<file path="src/rtl/if_fetch_buf.sv">
// Instruction-fetch buffer: issues PC fetches under a credit limit, pairs in-order
// responses with their addresses and queues {addr, instr} for decode; jumps flush.
module if_fetch_buf #(
    parameter int unsigned DEPTH    = 2,
    parameter logic [31:0] NOP_INST = 32'h00000013
) (
    input  logic        clk,
    input  logic        rst_n,
    input  logic [31:0] pc_i,
    input  logic        jump_flag_i,
    output logic        rom_req_o,
    output logic [31:0] rom_addr_o,
    input  logic        rom_gnt_i,
    input  logic        rom_rvalid_i,
    input  logic [31:0] rom_rdata_i,
    output logic        inst_valid_o,
    output logic [31:0] inst_o,
    output logic [31:0] inst_addr_o,
    input  logic        id_ready_i,
    output logic        fetch_hold_o
);

    localparam int PW = (DEPTH > 1) ? $clog2(DEPTH) : 1;
    localparam int CW = $clog2(DEPTH + 1);

    logic [31:0]   aq_mem_q   [DEPTH];
    logic [PW-1:0] aq_wptr_q, aq_rptr_q;
    logic [63:0]   fifo_mem_q [DEPTH];
    logic [PW-1:0] wptr_q, rptr_q;
    logic [CW-1:0] out_q, out_d;
    logic [CW-1:0] drop_q, drop_d;
    logic [CW-1:0] cnt_q, cnt_d;

    logic [CW:0]   credit_used;
    logic          grant_acc;
    logic          resp_acc;
    logic          resp_keep;
    logic          pop;
    logic [63:0]   head;

    // Buffered entries consume credit too, so the FIFO can never overflow.
    assign credit_used  = {1'b0, out_q} + {1'b0, cnt_q};
    assign rom_req_o    = rst_n && !jump_flag_i && (credit_used < (CW+1)'(DEPTH));
    assign rom_addr_o   = pc_i;
    assign grant_acc    = rom_req_o && rom_gnt_i;
    assign fetch_hold_o = !grant_acc && !jump_flag_i;

    // A response with nothing outstanding is a protocol error and is ignored.
    assign resp_acc  = rom_rvalid_i && (out_q != '0);
    assign resp_keep = resp_acc && !jump_flag_i && (drop_q == '0);

    assign inst_valid_o = (cnt_q != '0);
    assign pop          = inst_valid_o && id_ready_i && !jump_flag_i;
    assign head         = fifo_mem_q[rptr_q];
    assign inst_o       = inst_valid_o ? head[31:0]  : NOP_INST;
    assign inst_addr_o  = inst_valid_o ? head[63:32] : 32'h0;

    always_comb begin
        out_d  = out_q + CW'(grant_acc) - CW'(resp_acc);
        drop_d = drop_q;
        cnt_d  = cnt_q + CW'(resp_keep) - CW'(pop);
        if (jump_flag_i) begin
            drop_d = out_q - CW'(resp_acc);
            cnt_d  = '0;
        end else if (resp_acc && (drop_q != '0)) begin
            drop_d = drop_q - CW'(1);
        end
    end

    always_ff @(posedge clk or negedge rst_n) begin
        if (!rst_n) begin
            aq_wptr_q <= '0;
            aq_rptr_q <= '0;
            wptr_q    <= '0;
            rptr_q    <= '0;
            out_q     <= '0;
            drop_q    <= '0;
            cnt_q     <= '0;
        end else begin
            out_q  <= out_d;
            drop_q <= drop_d;
            cnt_q  <= cnt_d;
            if (grant_acc) begin
                aq_wptr_q <= aq_wptr_q + PW'(1);
            end
            if (resp_acc) begin
                aq_rptr_q <= aq_rptr_q + PW'(1);
            end
            if (resp_keep) begin
                wptr_q <= wptr_q + PW'(1);
            end
            // On a flush nothing is written, so aligning the read pointer empties the FIFO.
            if (jump_flag_i) begin
                rptr_q <= wptr_q;
            end else if (pop) begin
                rptr_q <= rptr_q + PW'(1);
            end
        end
    end

    always_ff @(posedge clk) begin
        if (grant_acc) begin
            aq_mem_q[aq_wptr_q] <= pc_i;
        end
        if (resp_keep) begin
            fifo_mem_q[wptr_q] <= {aq_mem_q[aq_rptr_q], rom_rdata_i};
        end
    end

endmodule

</file>
<file path="config.mk">
export PLATFORM = sky130hd
export DESIGN_NAME = if_fetch_buf
export DESIGN_NICKNAME = d
export VERILOG_FILES = /design/src/rtl/if_fetch_buf.sv
export SDC_FILE = /design/constraint.sdc
export NUM_CORES = 1
export LEC_CHECK = 0
export BUFFER_PORTS_ARGS = -buffer_cell sky130_fd_sc_hd__buf_2
export CORE_ASPECT_RATIO = 1.5
export CORE_MARGIN = 2
export CORE_UTILIZATION = 54
export DETAILED_ROUTE_END_ITERATION = 7
export HOLD_SLACK_MARGIN = 0.06
export PLACE_DENSITY = 0.81
export SLEW_MARGIN = 20
export SYNTH_ARGS = -nofsm -noshare
export SYNTH_HDL_FRONTEND = slang
export SYNTH_SLANG_ARGS = --single-unit
</file>
<file path="constraint.sdc">
create_clock -name clk -period 6.12 [get_ports clk]
set_input_delay 0.612 -clock clk [delete_from_list [all_inputs] [get_ports clk]]
set_output_delay 0.612 -clock clk [all_outputs]
set_load 0.1 [all_outputs]
</file>
Word-level counts from Yosys, hierarchy flattened

Memories as Yosys holds them, arrays and structs flattened.
Index checks and enable logic that the tools add are counted.

Register bits: 10
RAM bits: 192
Bits of input ports: 70
Output and inout bits: 99
Logic and storage cells: 50
Memories: 2

Memories:

| name       | depth | width | rd ports | clocked after Yosys merged registers in | wr ports | RTL line | RTL |
|---|---|---|---|---|---|---|---|
| fifo_mem_q | 2     | 64    | 1        | 0                                       | 1        | 28       | `logic [63:0] fifo_mem_q [DEPTH];` |
| aq_mem_q   | 2     | 32    | 1        | 0                                       | 1        | 26       | `logic [31:0] aq_mem_q [DEPTH];` |

Add/subtract/negate cells: 11
$lt $le $gt $ge: 1
Mux-type cells: 11
Reduce and logical (&&, ||, !) cells: 18

Operator list:

| kind                  | count |
|---|---|
| $mux W32              | 2 |
| $logic_and A1 B1 Y1   | 10 |
| $reduce_bool A2 Y1    | 5 |
| $mux W1               | 6 |
| $mux W2               | 3 |
| $sub A2 B1 Y2         | 3 |
| $add A1 B1 Y1 const B | 4 |
| $add A2 B1 Y2         | 2 |
| $add A2 B2 Y3         | 1 |
| $lt A3 B2 Y1 const B  | 1 |
| $logic_not A1 Y1      | 2 |
| $logic_not A2 Y1      | 1 |
| $sub A2 B1 Y2 const B | 1 |

Logic depth before layout (Yosys ltp)

Gate-level depths: netlist of run 1.

Depth after elaboration: 7
Gate-level depth with buffers: 9
Depth with buffers taken out: 9

Worst setup path before layout of run 1

Ideal clock, no wire load.

Kind: register to register
Start point: register out_q[0]
End point: memory aq_mem_q[0][0], enable pin
Setup time: 0.421 ns
Arrival time: 4.661 ns
Data required time: 5.699 ns
Slack: 1.038 ns
Cell stages (with the launch flop): 6
Buffers on the path: 0
Clock period less this slack: 5.082 ns
Cells stage by stage: dfrtp_1 -> and2_1 -> fa_1 -> nor4b_2 -> nand2_1 -> nor2_1

Word-level cells in the longest chain between the ends: 6

RTL lines:

| item                          | RTL line | RTL |
|---|---|---|
| start: declaration            | 30       | `logic [CW-1:0] out_q, out_d;` |
| start signal: assignment      | 80       | `out_q <= out_d;` |
| $add A2 B2 Y3                 | 42       | `assign credit_used = {1'b0, out_q} + {1'b0, cnt_q};` |
| $lt A3 B2 Y1                  | 43       | `assign rom_req_o = rst_n && !jump_flag_i && (credit_used < (CW+1)'(DEPTH));` |
| $logic_and A1 B1 Y1           | 43       |  |
| named net rom_req_o           | 11       | `output logic rom_req_o,` |
| $logic_and A1 B1 Y1           | 45       | `assign grant_acc = rom_req_o && rom_gnt_i;` |
| $mux W1                       | 102      | `if (grant_acc) begin` |
| $mux W1 (implied by the code) | 103      | `aq_mem_q[aq_wptr_q] <= pc_i;` |
| end: declaration              | 26       |  |

The timed path passes the listed nets, and every way through them passes these cells.

Final worst setup path of run 1

Start point: register rptr_q
End point: output port inst_addr_o[3]

Word-level cells in the longest chain between the ends: 2

RTL lines:

| item                     | RTL line | RTL |
|---|---|---|
| start: declaration       | 29       | `logic [PW-1:0] wptr_q, rptr_q;` |
| start signal: assignment | 94       | `rptr_q <= wptr_q;` |
| start signal: assignment | 96       | `rptr_q <= rptr_q + PW'(1);` |
| $mem_v2 Z2 W64           | --       |  |
| $mux W32                 | 56       | `assign inst_addr_o = inst_valid_o ? head[63:32] : 32'h0;` |
| end: declaration         | 18       | `output logic [31:0] inst_addr_o,` |

No other way between the ends.

==> results of run 1 <==
==> how the worst max path moves through the flow <==
stage,start,end,cells after the start
floorplan,out_q[0],aq_mem_q[0][0],5
global placement,rom_rvalid_i,fifo_mem_q[0][29],5
detailed placement,rom_rvalid_i,fifo_mem_q[0][24],5
CTS,rptr_q,inst_addr_o[11],4
global route,rptr_q,inst_addr_o[3],4
finish,rptr_q,inst_addr_o[3],4
==> where the power goes <==
part | switching, W | internal (W)
clock | 0.000451 | 0.000615
combinational | 0.00118 | 0.000385
sequential | 0.0000830 | 0.00168
==> logic make-up (layout without fill, tap and decap cells) <==
group / count (synthesis) / after routing / synth area share
flops: 202 / 202 / 0.758
mux: 96 / 96 / 0.126
simple gates: 82 / 82 / 0.0424
buf+inv: 59 / 215 / 0.0448
xor+xnor: 9 / 9 / 0.0109
fa+ha+maj: 7 / 7 / 0.0120
compound gates: 7 / 7 / 0.00615
==> repair_timing <==
action,in CTS,in global routing
endpoints found under the hold margin,10,0
hold buffers,1,0
endpoints found under the setup margin,0,0
resized for setup,0,0
==> area by class of cell <==
type                       count  area (um^2)
clock inverter                10         77.6
fill                        1049         5110
tap                          196          245
clock buffer                  23          490
inverter                       8         30.0
multi-input combinational    201         1600
sequential                   202         6020
timing repair buffer         174          888
==> per-stage QoR <==
stage | total power [W] | area [um^2] | setup WS [ps]
after floorplan | 0.00311 | 7940 | 1040
after global placement | 0.00333 | 8770 | 3290
after detailed placement | 0.00337 | 8770 | 3220
after CTS | 0.00444 | 9350 | 2800
after global routing | 0.00458 | 9350 | 2710
final | 0.00440 | 9350 | 2790
==> worst max-delay path, cell delays in order, from the launching register on <==
cell and delay, ps:
dfrtp_4 650, buf_4 690, mux2i_1 180, nor2_1 200
buf_2 460
==> cells in the final DEF (no fill, tap or decap), types with 2 or more instances in the layout <==
master     netlist  routed
nor2_1          68      64
mux2i_1         64      64
nand2_1          7       7
nor2_4           0       4
inv_1            8       8
xnor2_1          5       5
edfxtp_1       192     192
clkbuf_16        0      19
buf_2           11     168
clkbuf_1         8       4
xor2_1           3       3
o21ai_0          2       2
clkinv_1         0       6
mux2_2          32      32
dfrtp_1         10       9
ha_1             6       6
buf_4           32       5
==> registers in the layout, indices dropped and copies added (netlist names) <==
name	cells
cnt_q	2
drop_q	2
wptr_q	1
out_q	2
aq_rptr_q	1
aq_mem_q	64
aq_wptr_q	1
fifo_mem_q	128
rptr_q	1
==> layer usage <==
layer	global-route usage	wire, um	part of all wire
met3	0.0294	736	0.054
met1	0.191	4980	0.37
met5	0	13	0.00096
met2	0.317	7450	0.55
met4	0.0677	381	0.028
==> flow_summary.ini, run 1 <==
[outcome]
status = complete, no violations

[cells_and_area]
nets = 683
drive_above_1_share = 0.383
syn_to_final_growth_pct = 17.8
n_antenna_cell = 0
instances_no_fill = 814
postLayoutCoreUtil = 0.647

[worst_setup_path]
start_kind = flop
cp_max_fo = 46
critPathKind = reg -> out
reg2reg_depth = 5
r2r_end = aq_mem_q[0][17]
arrival_ps = 2720
r2r_slack_ps = 3300
end_kind = primary output
cp.required_ps = 5510
worstReg2RegStart = out_q[0]

[hold_path]
whs_endpoint = fifo_mem_q[1][0]
min_from = rom_rdata_i[0]
hold-path-cell-count = 1
hold_class = in -> reg

[synthesis]
ys_types = 28
yosys.area.top_type_share = 0.726
async_reset_ff_frac = 0.0495
synth-edff-count = 192
synth_top_flop_cell = edfxtp_1
synth_warnings = 0
ys_seq_area_frac = 0.758
synth_top_area_cell = edfxtp_1
yosysMostFrequentCell = edfxtp_1
ys_seq_elements = 202
syn_area_per_cell_um2 = 17.2
synthCells = 462
synth_area_um2 = 7940
synth_common_cells = 192 x edfxtp_1, 68 x nor2_1, 64 x mux2i_1, 32 x buf_4, 32 x mux2_2
synth_area_leaders = edfxtp_1 73%, mux2i_1 8.1%, mux2_2 4.5%
synth.net_count = 539

[pwr]
p_leak_nw = 3.63
power_density_nw_per_um2 = 470
ir_drop_uv = 347

[timing]
worst_pin_slew_ps = 954
fin_setup_tns_ps = 0
hold_slack_ps = 334
maxSlewViolCount = 0
final-hold-violation-count = 0
relSlewSlack = 0.362
max_freq_mhz = 300
rsz0062_at_grt = false
setup_viol = 0
skew_ps = 12.3
finalCritPeriodShare = 0.544
post-route-min-period_ps = 3330

[die]
die_h_um = 153
die_width_um = 103
fp.coreArea_um2 = 14500
ios = 169
num_rows = 54
die_area_um2 = 15700
start_util = 0.549

[cts]
post_cts_buffers = 0
htree_levels = 1
cts_sinks = 202
cts_tree = built
path_clk_slew_ps = 60
cts_root_buffer = clkbuf_16
clk-insertion-delay-late_ps = 470
clockBufferDepth = 3
cts_buffers = 19

[route]
viasPerCell = 5.15
drtPass1Iterations = 4
detail_route.wl_per_cell_um = 16.7
drtAntennaViolNets = 0
vias = 4194
wl_mm = 13.6
drc_errors = 0
drt_first_iter_violations = 193

[grt]
grt_pass1_vias = 4295
grt_pass1_wl_mm = 20.8
grt_usage = 0.172
grt_overflow = 0
grt_max_degree = 63
antenna_found_initial = 1

[placed_design]
port_buffers = 168
dp_cells = 780
dpl.hpwl_mm = 8.74
gp_congestion = 0.746

[flow_run]
cap_violations = 0
(Power assumes the default switching activity.)
==> run 2: changes to the inputs <==
CORE_UTILIZATION = 49   (was 54)
PLACE_DENSITY = 0.78   (was 0.81)
clock period = 2.75 ns   (was 6.12 ns; I/O delays follow)
==> flow_summary.ini, run 2 (synthesis results as in run 1) <==
[timing]
hold_slack_ps = 147
max_freq_mhz = 373
maxSlewViolCount = 0
setup_viol = 0
post-route-min-period_ps = 2680
skew_ps = 15.4
final-hold-violation-count = 0
rsz0062_at_grt = false
worst_pin_slew_ps = 533
relSlewSlack = 0.645
finalCritPeriodShare = 0.974

[route]
wl_mm = 14.7
viasPerCell = 4.92
drtAntennaViolNets = 0
detail_route.wl_per_cell_um = 16.5
drc_errors = 0
drtPass1Iterations = 4
vias = 4375
drt_first_iter_violations = 174

[cells_and_area]
seq_area_um2 = 6020
mostFrequentLayoutCells = 192 x edfxtp_1, 167 x buf_2, 65 x dlygate4sd3_1, 64 x mux2i_1, 64 x nor2_1
drive_above_1_share = 0.355
syn_to_final_growth_pct = 27.6
nets = 750
multiInputGateArea_um2 = 1610
final_area_um2 = 10100
top_register = fifo_mem_q
largest_reg_flops = 128
fill_cells = 1148
mostFrequentLayoutCell = edfxtp_1
reg_top3 = fifo_mem_q (128), aq_mem_q (64)
n_antenna_cell = 0

[die]
start_util = 0.495
die_width_um = 108
die_h_um = 160
ios = 169
num_rows = 57
die_area_um2 = 17300
fp.coreArea_um2 = 16000

[cts]
cts_sinks = 202
post_cts_buffers = 0
clockBufferDepth = 3
path_clk_slew_ps = 60
cts_tree = built
cts_root_buffer = clkbuf_16
clk-insertion-delay-late_ps = 470
htree_levels = 1
cts_buffers = 19

[worst_setup_path]
cp_max_fo = 4
crit_path_top_delay_cell = fa_1
cp.required_ps = 2480
arrival_ps = 2400
end_kind = primary output
slowest_delay_ps = 500
cp_num_buf_inv = 1
path_delay_family = simple AND/OR/NAND/NOR gates
cp_cell_sequence = and2_1 > fa_1 > nor4b_4 > a21oi_2 > buf_2
start_kind = flop
critPathKind = reg -> out

[grt]
grt_usage = 0.170
grtUsageMet2 = 0.331
use_met1 = 0.180
grtUsageMet3 = 0.0245
top_usage_layer = met2
antenna_found_initial = 0
grt_max_degree = 65
grt_pass1_vias = 4718
grt_pass1_wl_mm = 22.9
grt_overflow = 0

[placed_design]
gp_congestion = 0.712
place_area_um2 = 8900
port_buffers = 168
dpl.hpwl_mm = 8.66

[pwr]
power_density_nw_per_um2 = 990
ir_drop_uv = 592
p_leak_nw = 3.94

[flow_run]
cap_violations = 0

[hold_path]
hold_class = in -> reg

[outcome]
status = complete, no violations
[run 2: cell types whose count changed in the layout (fill, tap and decap cells not counted), sizes merged]
| cell | previous run | this run |
|---|---|---|
| clkinvlp | 0 | 1 |
| clkinv | 8 | 5 |
| dlygate4sd3 | 1 | 65 |
| bufinv | 1 | 2 |
| clkbuf | 23 | 24 |
| buf | 173 | 176 |
| inv | 9 | 8 |
[run 2: path summary, 6_finish.rpt]
path / from / cells after the start / end / slack [ps]
max: cnt_q[0] / 5 / fetch_hold_o / 70
min: jump_flag_i / 2 / cnt_q[1] / 150
max reg2reg: cnt_q[0] / 9 / out_q[1] / 140
min reg2reg: aq_mem_q[0][18] / 1 / fifo_mem_q[0][50] / 560
max in group asynchronous: rst_n / 2 / rptr_q / 2310
min in group asynchronous: rst_n / 2 / cnt_q[0] / 210
[run 2: layout make-up]
cell class,count,share of cell area
repair buffers,241,0.161
multi-input cells,201,0.159
well taps,206,0.0254
clock buffers,24,0.0488
flip-flops and latches,202,0.594
clock inverters,8,0.00877
inverters,8,0.00296
[run 2: repair_timing]
action,4_1_cts,5_1_grt
endpoints found under the hold margin,138,0
setup endpoints to repair,1,0
resized for setup,1,0
hold buffers,65,0
[run 2: power by group]
group | internal (W) | switching, W | total (W)
sequential | 0.00373 | 0.000222 | 0.00396
clock | 0.00146 | 0.00101 | 0.00247
combinational | 0.000978 | 0.00263 | 0.00361
total | 0.00617 | 0.00386 | 0.0100
[run 2: routing by layer]
metal  part of all wire  vias up
li1                   -     2091
met1               0.37     2123
met2               0.56      134
met3              0.041       27
met4              0.027        0
met5                  0        -
[run 2: through the flow]
| step | cells | TNS, ps | power [W] | utilization | setup slack (ps) |
|---|---|---|---|---|---|
| 2_1_floorplan | 462 | -43030 | 0.00694 | - | -694 |
| 3_3_place_gp | 793 | 0 | 0.00748 | 0.554 | 276 |
| 3_5_place_dp | 793 | 0 | 0.00757 | 0.554 | 179 |
| 4_1_cts | 890 | 0 | 0.0101 | 0.632 | 66.9 |
| 5_1_grt | 890 | 0 | 0.0104 | 0.632 | 14.8 |
| 6_report | 890 | 0 | 0.0100 | 0.632 | 72.3 |
